===== src/rtl/rst_seq_pkg.sv =====
// Shared definitions for the reset sequencer.
//   state_t   : sequencer FSM encoding (3 bits)
//   params_ok : elaboration-time range check for the sequencer parameters
package rst_seq_pkg;

    typedef enum logic [2:0] {
        ST_WAIT_LOCK = 3'd0,
        ST_HOLD      = 3'd1,
        ST_RELEASE   = 3'd2,
        ST_RUN       = 3'd3,
        ST_SWRST     = 3'd4
    } state_t;

    // Both intervals must fit the counter: the counter counts 0 .. interval-1.
    function automatic bit params_ok(int n_domains, int hold_cycles,
                                     int step_cycles, int cnt_w);
        longint lim;
        lim = longint'(1) << cnt_w;
        return (n_domains >= 1) && (hold_cycles >= 1) && (step_cycles >= 1) &&
               (longint'(hold_cycles) <= lim) && (longint'(step_cycles) <= lim);
    endfunction

endpackage


===== src/rtl/sync_2ff.sv =====
// Two-flop synchroniser for slow level signals crossing into clk.
// Ports:
//   clk   in  destination clock
//   rst   in  async active-high reset, flops load RST_VAL
//   d     in  asynchronous input
//   q     out synchronised output (2 clk cycles latency)
module sync_2ff #(
    parameter int   WIDTH   = 1,
    parameter logic RST_VAL = 1'b0
) (
    input  logic             clk,
    input  logic             rst,
    input  logic [WIDTH-1:0] d,
    output logic [WIDTH-1:0] q
);

    logic [WIDTH-1:0] meta;

    always_ff @(posedge clk or posedge rst) begin
        if (rst) begin
            meta <= {WIDTH{RST_VAL}};
            q    <= {WIDTH{RST_VAL}};
        end else begin
            meta <= d;
            q    <= meta;
        end
    end

endmodule


===== src/rtl/rst_sequencer.sv =====
// Central reset sequencer for the clock tree.
// Holds every reset domain asserted until the PLL is locked, waits HOLD_CYCLES,
// then releases domains one at a time in ascending index, STEP_CYCLES apart.
// Lock loss or a software reset request re-asserts all domains together and
// restarts the sequence.
// Ports:
//   clk         in  system clock
//   rst         in  async active-high reset
//   pll_locked  in  PLL lock (asynchronous, synchronised internally)
//   sw_rst_req  in  software reset request, level, clk domain
//   sw_rst_ack  out software reset acknowledge (4-phase handshake)
//   rst_out     out per-domain active-high resets, registered
//   ready       out high only when all domains are released
module rst_sequencer
    import rst_seq_pkg::*;
#(
    parameter int N_DOMAINS   = 3,
    parameter int HOLD_CYCLES = 16,
    parameter int STEP_CYCLES = 8,
    parameter int CNT_W       = 8
) (
    input  logic                 clk,
    input  logic                 rst,
    input  logic                 pll_locked,
    input  logic                 sw_rst_req,
    output logic                 sw_rst_ack,
    output logic [N_DOMAINS-1:0] rst_out,
    output logic                 ready
);

    if (!params_ok(N_DOMAINS, HOLD_CYCLES, STEP_CYCLES, CNT_W)) begin : g_bad_params
        $error("rst_sequencer: parameter out of range");
    end

    localparam int IDX_W = (N_DOMAINS > 1) ? $clog2(N_DOMAINS) : 1;
    localparam logic [CNT_W-1:0] HOLD_LAST = CNT_W'(HOLD_CYCLES - 1);
    localparam logic [CNT_W-1:0] STEP_LAST = CNT_W'(STEP_CYCLES - 1);
    localparam logic [IDX_W-1:0] LAST_IDX  = IDX_W'(N_DOMAINS - 1);

    logic locked_s;

    sync_2ff #(.WIDTH(1), .RST_VAL(1'b0)) u_lock_sync (
        .clk (clk),
        .rst (rst),
        .d   (pll_locked),
        .q   (locked_s)
    );

    state_t               state_q, state_d;
    logic [CNT_W-1:0]     cnt_q, cnt_d;
    logic [IDX_W-1:0]     idx_q, idx_d;
    logic [N_DOMAINS-1:0] rst_out_q, rst_out_d;
    logic                 ready_q, ready_d;
    logic                 ack_q, ack_d;

    always_ff @(posedge clk or posedge rst) begin
        if (rst) begin
            state_q   <= ST_WAIT_LOCK;
            cnt_q     <= '0;
            idx_q     <= '0;
            rst_out_q <= '1;
            ready_q   <= 1'b0;
            ack_q     <= 1'b0;
        end else begin
            state_q   <= state_d;
            cnt_q     <= cnt_d;
            idx_q     <= idx_d;
            rst_out_q <= rst_out_d;
            ready_q   <= ready_d;
            ack_q     <= ack_d;
        end
    end

    always_comb begin
        state_d   = state_q;
        cnt_d     = cnt_q;
        idx_d     = idx_q;
        rst_out_d = rst_out_q;
        ready_d   = ready_q;
        ack_d     = ack_q;

        // Lock loss outranks everything, including an expiring counter and a
        // pending software request; it also aborts an open handshake.
        if (state_q != ST_WAIT_LOCK && !locked_s) begin
            state_d   = ST_WAIT_LOCK;
            cnt_d     = '0;
            idx_d     = '0;
            rst_out_d = '1;
            ready_d   = 1'b0;
            ack_d     = 1'b0;
        end else begin
            unique case (state_q)
                ST_WAIT_LOCK: begin
                    rst_out_d = '1;
                    ready_d   = 1'b0;
                    ack_d     = 1'b0;
                    cnt_d     = '0;
                    idx_d     = '0;
                    if (locked_s) state_d = ST_HOLD;
                end

                ST_HOLD: begin
                    if (cnt_q == HOLD_LAST) begin
                        rst_out_d[0] = 1'b0;
                        cnt_d        = '0;
                        if (N_DOMAINS == 1) begin
                            state_d = ST_RUN;
                            ready_d = 1'b1;
                        end else begin
                            state_d = ST_RELEASE;
                            idx_d   = IDX_W'(1);
                        end
                    end else begin
                        cnt_d = cnt_q + CNT_W'(1);
                    end
                end

                ST_RELEASE: begin
                    if (cnt_q == STEP_LAST) begin
                        for (int k = 0; k < N_DOMAINS; k++)
                            if (idx_q == IDX_W'(k)) rst_out_d[k] = 1'b0;
                        cnt_d = '0;
                        if (idx_q == LAST_IDX) begin
                            state_d = ST_RUN;
                            ready_d = 1'b1;
                        end else begin
                            idx_d = idx_q + IDX_W'(1);
                        end
                    end else begin
                        cnt_d = cnt_q + CNT_W'(1);
                    end
                end

                ST_RUN: begin
                    if (sw_rst_req) begin
                        state_d   = ST_SWRST;
                        rst_out_d = '1;
                        ready_d   = 1'b0;
                        ack_d     = 1'b1;
                    end
                end

                ST_SWRST: begin
                    rst_out_d = '1;
                    // Lock is still valid here, so the lock wait is skipped.
                    if (!sw_rst_req) begin
                        state_d = ST_HOLD;
                        ack_d   = 1'b0;
                        cnt_d   = '0;
                        idx_d   = '0;
                    end
                end

                default: begin
                    state_d   = ST_WAIT_LOCK;
                    cnt_d     = '0;
                    idx_d     = '0;
                    rst_out_d = '1;
                    ready_d   = 1'b0;
                    ack_d     = 1'b0;
                end
            endcase
        end
    end

    assign rst_out    = rst_out_q;
    assign ready      = ready_q;
    assign sw_rst_ack = ack_q;

endmodule


===== config.mk =====
export PLATFORM = sky130hd
export DESIGN_NAME = rst_sequencer
export DESIGN_NICKNAME = d
export VERILOG_FILES = /design/src/rtl/rst_seq_pkg.sv /design/src/rtl/sync_2ff.sv /design/src/rtl/rst_sequencer.sv
export SDC_FILE = /design/constraint.sdc
export NUM_CORES = 1
export LEC_CHECK = 0
export BUFFER_PORTS_ARGS = -buffer_cell sky130_fd_sc_hd__buf_2
export CORE_UTILIZATION = 30
export CTS_CLUSTER_SIZE = 12
export DETAILED_ROUTE_END_ITERATION = 8
export PLACE_DENSITY = 0.51
export SLEW_MARGIN = 40
export SYNTH_ARGS = -nofsm -noshare
export SYNTH_HDL_FRONTEND = slang
export SYNTH_SLANG_ARGS = --single-unit
export TNS_END_PERCENT = 20

===== constraint.sdc =====
create_clock -name clk -period 2.15 [get_ports clk]
set_clock_uncertainty 0.15 [all_clocks]
set_input_delay 0.43 -clock clk [delete_from_list [all_inputs] [get_ports clk]]
set_output_delay 0.43 -clock clk [all_outputs]
set_load 0.01 [all_outputs]

==> summary.txt <==
Logic synthesis
  • Synthesis Warnings: 0
  • Largest cells by area after synthesis: dfrtp_1 (35%), dfstp_2 (6.4%), ha_1 (5.1%)
  • Syn nets: 147
  • Post-synthesis cell area: 1230 sq um
  • Area leader, netlist: dfrtp_1
  • Sequential share of the synthesized area: 41.1%
  • Post-synth EDFFs: 0
  • Distinct cells, synth: 41
  • Mapped Cells: 138
  • Main synth FF type: dfrtp_1
  • Ys async rst share: 100%
  • Mapped Avg Cell Area: 8.89 sq um
  • Flops & latches, synth: 20
  • Post-synth top area share: 34.7%

Die
  • # IOs: 9
  • Die height: 66.0 um
  • Placement Rows: 22
  • Starting Density: 32.3%
  • Chip width: 66.0 um
  • Core Area: 3800 sq um
  • Total die area: 4350 sq um

Global route
  • Overflow after GRT: 0
  • Vias in the first global route: 982
  • Overall routing resource usage: 14.4%
  • Pin count of the biggest net entering global routing: 21
  • Global-route wire length before repair: 4.68 mm
  • Antenna violations before repair: 0

Min path
  • HP Class: input pin to asynchronous set/reset pin

STA
  • Worst slew pin tran: 0.355 ns
  • RSZ-0062 raised after global routing: false
  • Period utilization: 94.7%
  • Max_slew headroom: 76.2%
  • Final Setup Violations: 0
  • Final hold vios: 0
  • Period minus WS final: 2.04 ns
  • Fin Hold WS: 0.0247 ns
  • Final setup TNS: 0 ns
  • Final slew viol count: 0
  • Fmax: 0.491 GHz

Routing
  • Antenna viol nets, final: 0
  • DRC errors left: 0
  • DRT iter0 DRCs: 17
  • Vias per cell: 5.32
  • WL/cell: 14.0 um
  • Routed WL: 2.77 mm
  • Drt first pass iters: 4
  • Vias post-DR: 1053

Clock network
  • Max clock buf depth: 2
  • CTS Root Buffer Type: clkbuf_8
  • CTS hold repair buffers: 0
  • TritonCTS Buffers: 3
  • CTS tree: built
  • Post-CTS Setup Inserts: 0
  • H-tree Lvls: 1
  • CTS sink count: 20
  • Clk_lat worst skew: 0.27 ns
  • Worst-path clk slew: 0.08 ns
  • CTS resizes: 0

Setup path
  • Critical path arrival: 2.10 ns
  • Critical path required time: 2.21 ns
  • Crit Path Category: register to register
  • Startpoint Class: register
  • Max Fanout on Critical Path: 8
  • Setup crit end kind: register

Pwr
  • Pwr dens: 992 nW/um^2
  • Leakage Power: 0.600 nW
  • Total power: 0.00140 W
  • Maximum VDD drop: 0.000381 V

Placed design
  • GPL Wtd Cong: 0.776
  • IO Port Bufs: 8
  • Detailed Place HPWL: 2.04 mm

Outcome
  • Status: completed

Cells and area
  • Fillers: 397
  • Layout area overhead: 14.8%
  • Post-Route Utilization: 37.1%
  • Storage cell area: 504 sq um
  • Area of the multi-input gates: 671 sq um
  • N_diodes: 0
  • Layout cells sized above 1: 21.3%
  • Nets: 160

Flow run
  • Max_cap viols: 0
[metrics by stage]
stage / worst slack, ns / cell area [sq um] / cells
floorplan: 0.170 / 1230 / 138
global placement: 0.182 / 1350 / 194
detailed placement: 0.141 / 1350 / 194
CTS: 0.128 / 1410 / 198
global route: 0.0515 / 1410 / 198
finish: 0.113 / 1410 / 198
[layer usage]
layer / GRT usage, % / wire length (um) / vias up
met5: 0 / 0 / -
met4: 6.38 / 51 / 0
met3: 2.59 / 80 / 5
met2: 22.3 / 1260 / 22
met1: 19.4 / 1380 / 502
li1: - / - / 524
[cells in the final DEF, fill, tap and decap left out, drive strengths merged, types with 3 or more instances in the layout]
| cell | n |
|---|---|
| a21oi | 7 |
| nand2 | 15 |
| nor3 | 3 |
| nand3 | 8 |
| dfrtp | 17 |
| clkbuf | 4 |
| nor2b | 4 |
| a31oi | 7 |
| o21ai | 7 |
| ha | 5 |
| dfstp | 3 |
| a21o | 3 |
| inv | 7 |
| nor2 | 10 |
| and2 | 3 |
| buf | 15 |
[power by group]
part / switching, W / internal [W]
logic: 0.000344 / 0.000261
registers: 0.0000590 / 0.000436
clock network: 0.000134 / 0.000163
[registers in the layout, indices dropped and copies added, names as in the netlist]
name              cells
sw_rst_ack            1
u_lock_sync.meta      1
idx_q                 2
cnt_q                 8
state_q               3
ready                 1
u_lock_sync.q         1
rst_out               3
[kinds of logic (layout without fill, tap and decap cells)]
group / count (synthesis) / after routing / share of synthesized area, %
buffers and inverters: 14 / 26 / 4.28
adders and majority gates: 5 / 5 / 5.10
DFF: 20 / 20 / 41.1
AOI/OAI and AO/OA: 40 / 40 / 23.9
xor gates and xnor gates: 2 / 2 / 1.43
and+or+nand+nor: 57 / 57 / 24.3
[worst max-delay path, stage by stage, from the launching register on]
cell     delay (ns)
dfrtp_1        0.44
or4_4          0.58
o31a_2         0.44
a22oi_1        0.20
o22a_2         0.17
[path summary, 6_finish.rpt]
path | from | endpoint | slack [ns] | depth (start not counted)
worst max-delay path | cnt_q[5] | idx_q[0] | 0.11 | 4
worst min-delay path | rst | u_lock_sync.meta | 0.02 | 3
worst max register to register | cnt_q[5] | idx_q[0] | 0.11 | 4
worst min register to register | u_lock_sync.meta | u_lock_sync.q | 0.20 | 0
max in group asynchronous | rst | rst_out[2] | 1.56 | 3
min in group clk | pll_locked | u_lock_sync.meta | 0.12 | 1
[Yosys cell counts (4+ instances only)]
cell type / n
a21oi_1: 7
dfrtp_1: 17
o21ai_0: 6
a31oi_1: 7
nor2_1: 10
ha_1: 5
inv_1: 7
clkbuf_1: 7
nor2b_1: 4
nand2_1: 15
nand3_1: 8
[area by class of cell]
| cell class | instances | share of cell area (%) |
|---|---|---|
| timing repair buffer | 15 | 6.57 |
| tap | 48 | 4.26 |
| clock buffer | 4 | 3.91 |
| multi-input combinational | 104 | 47.6 |
| inverter | 7 | 1.87 |
| sequential | 20 | 35.8 |
Power figures use the tool's default switching activity.
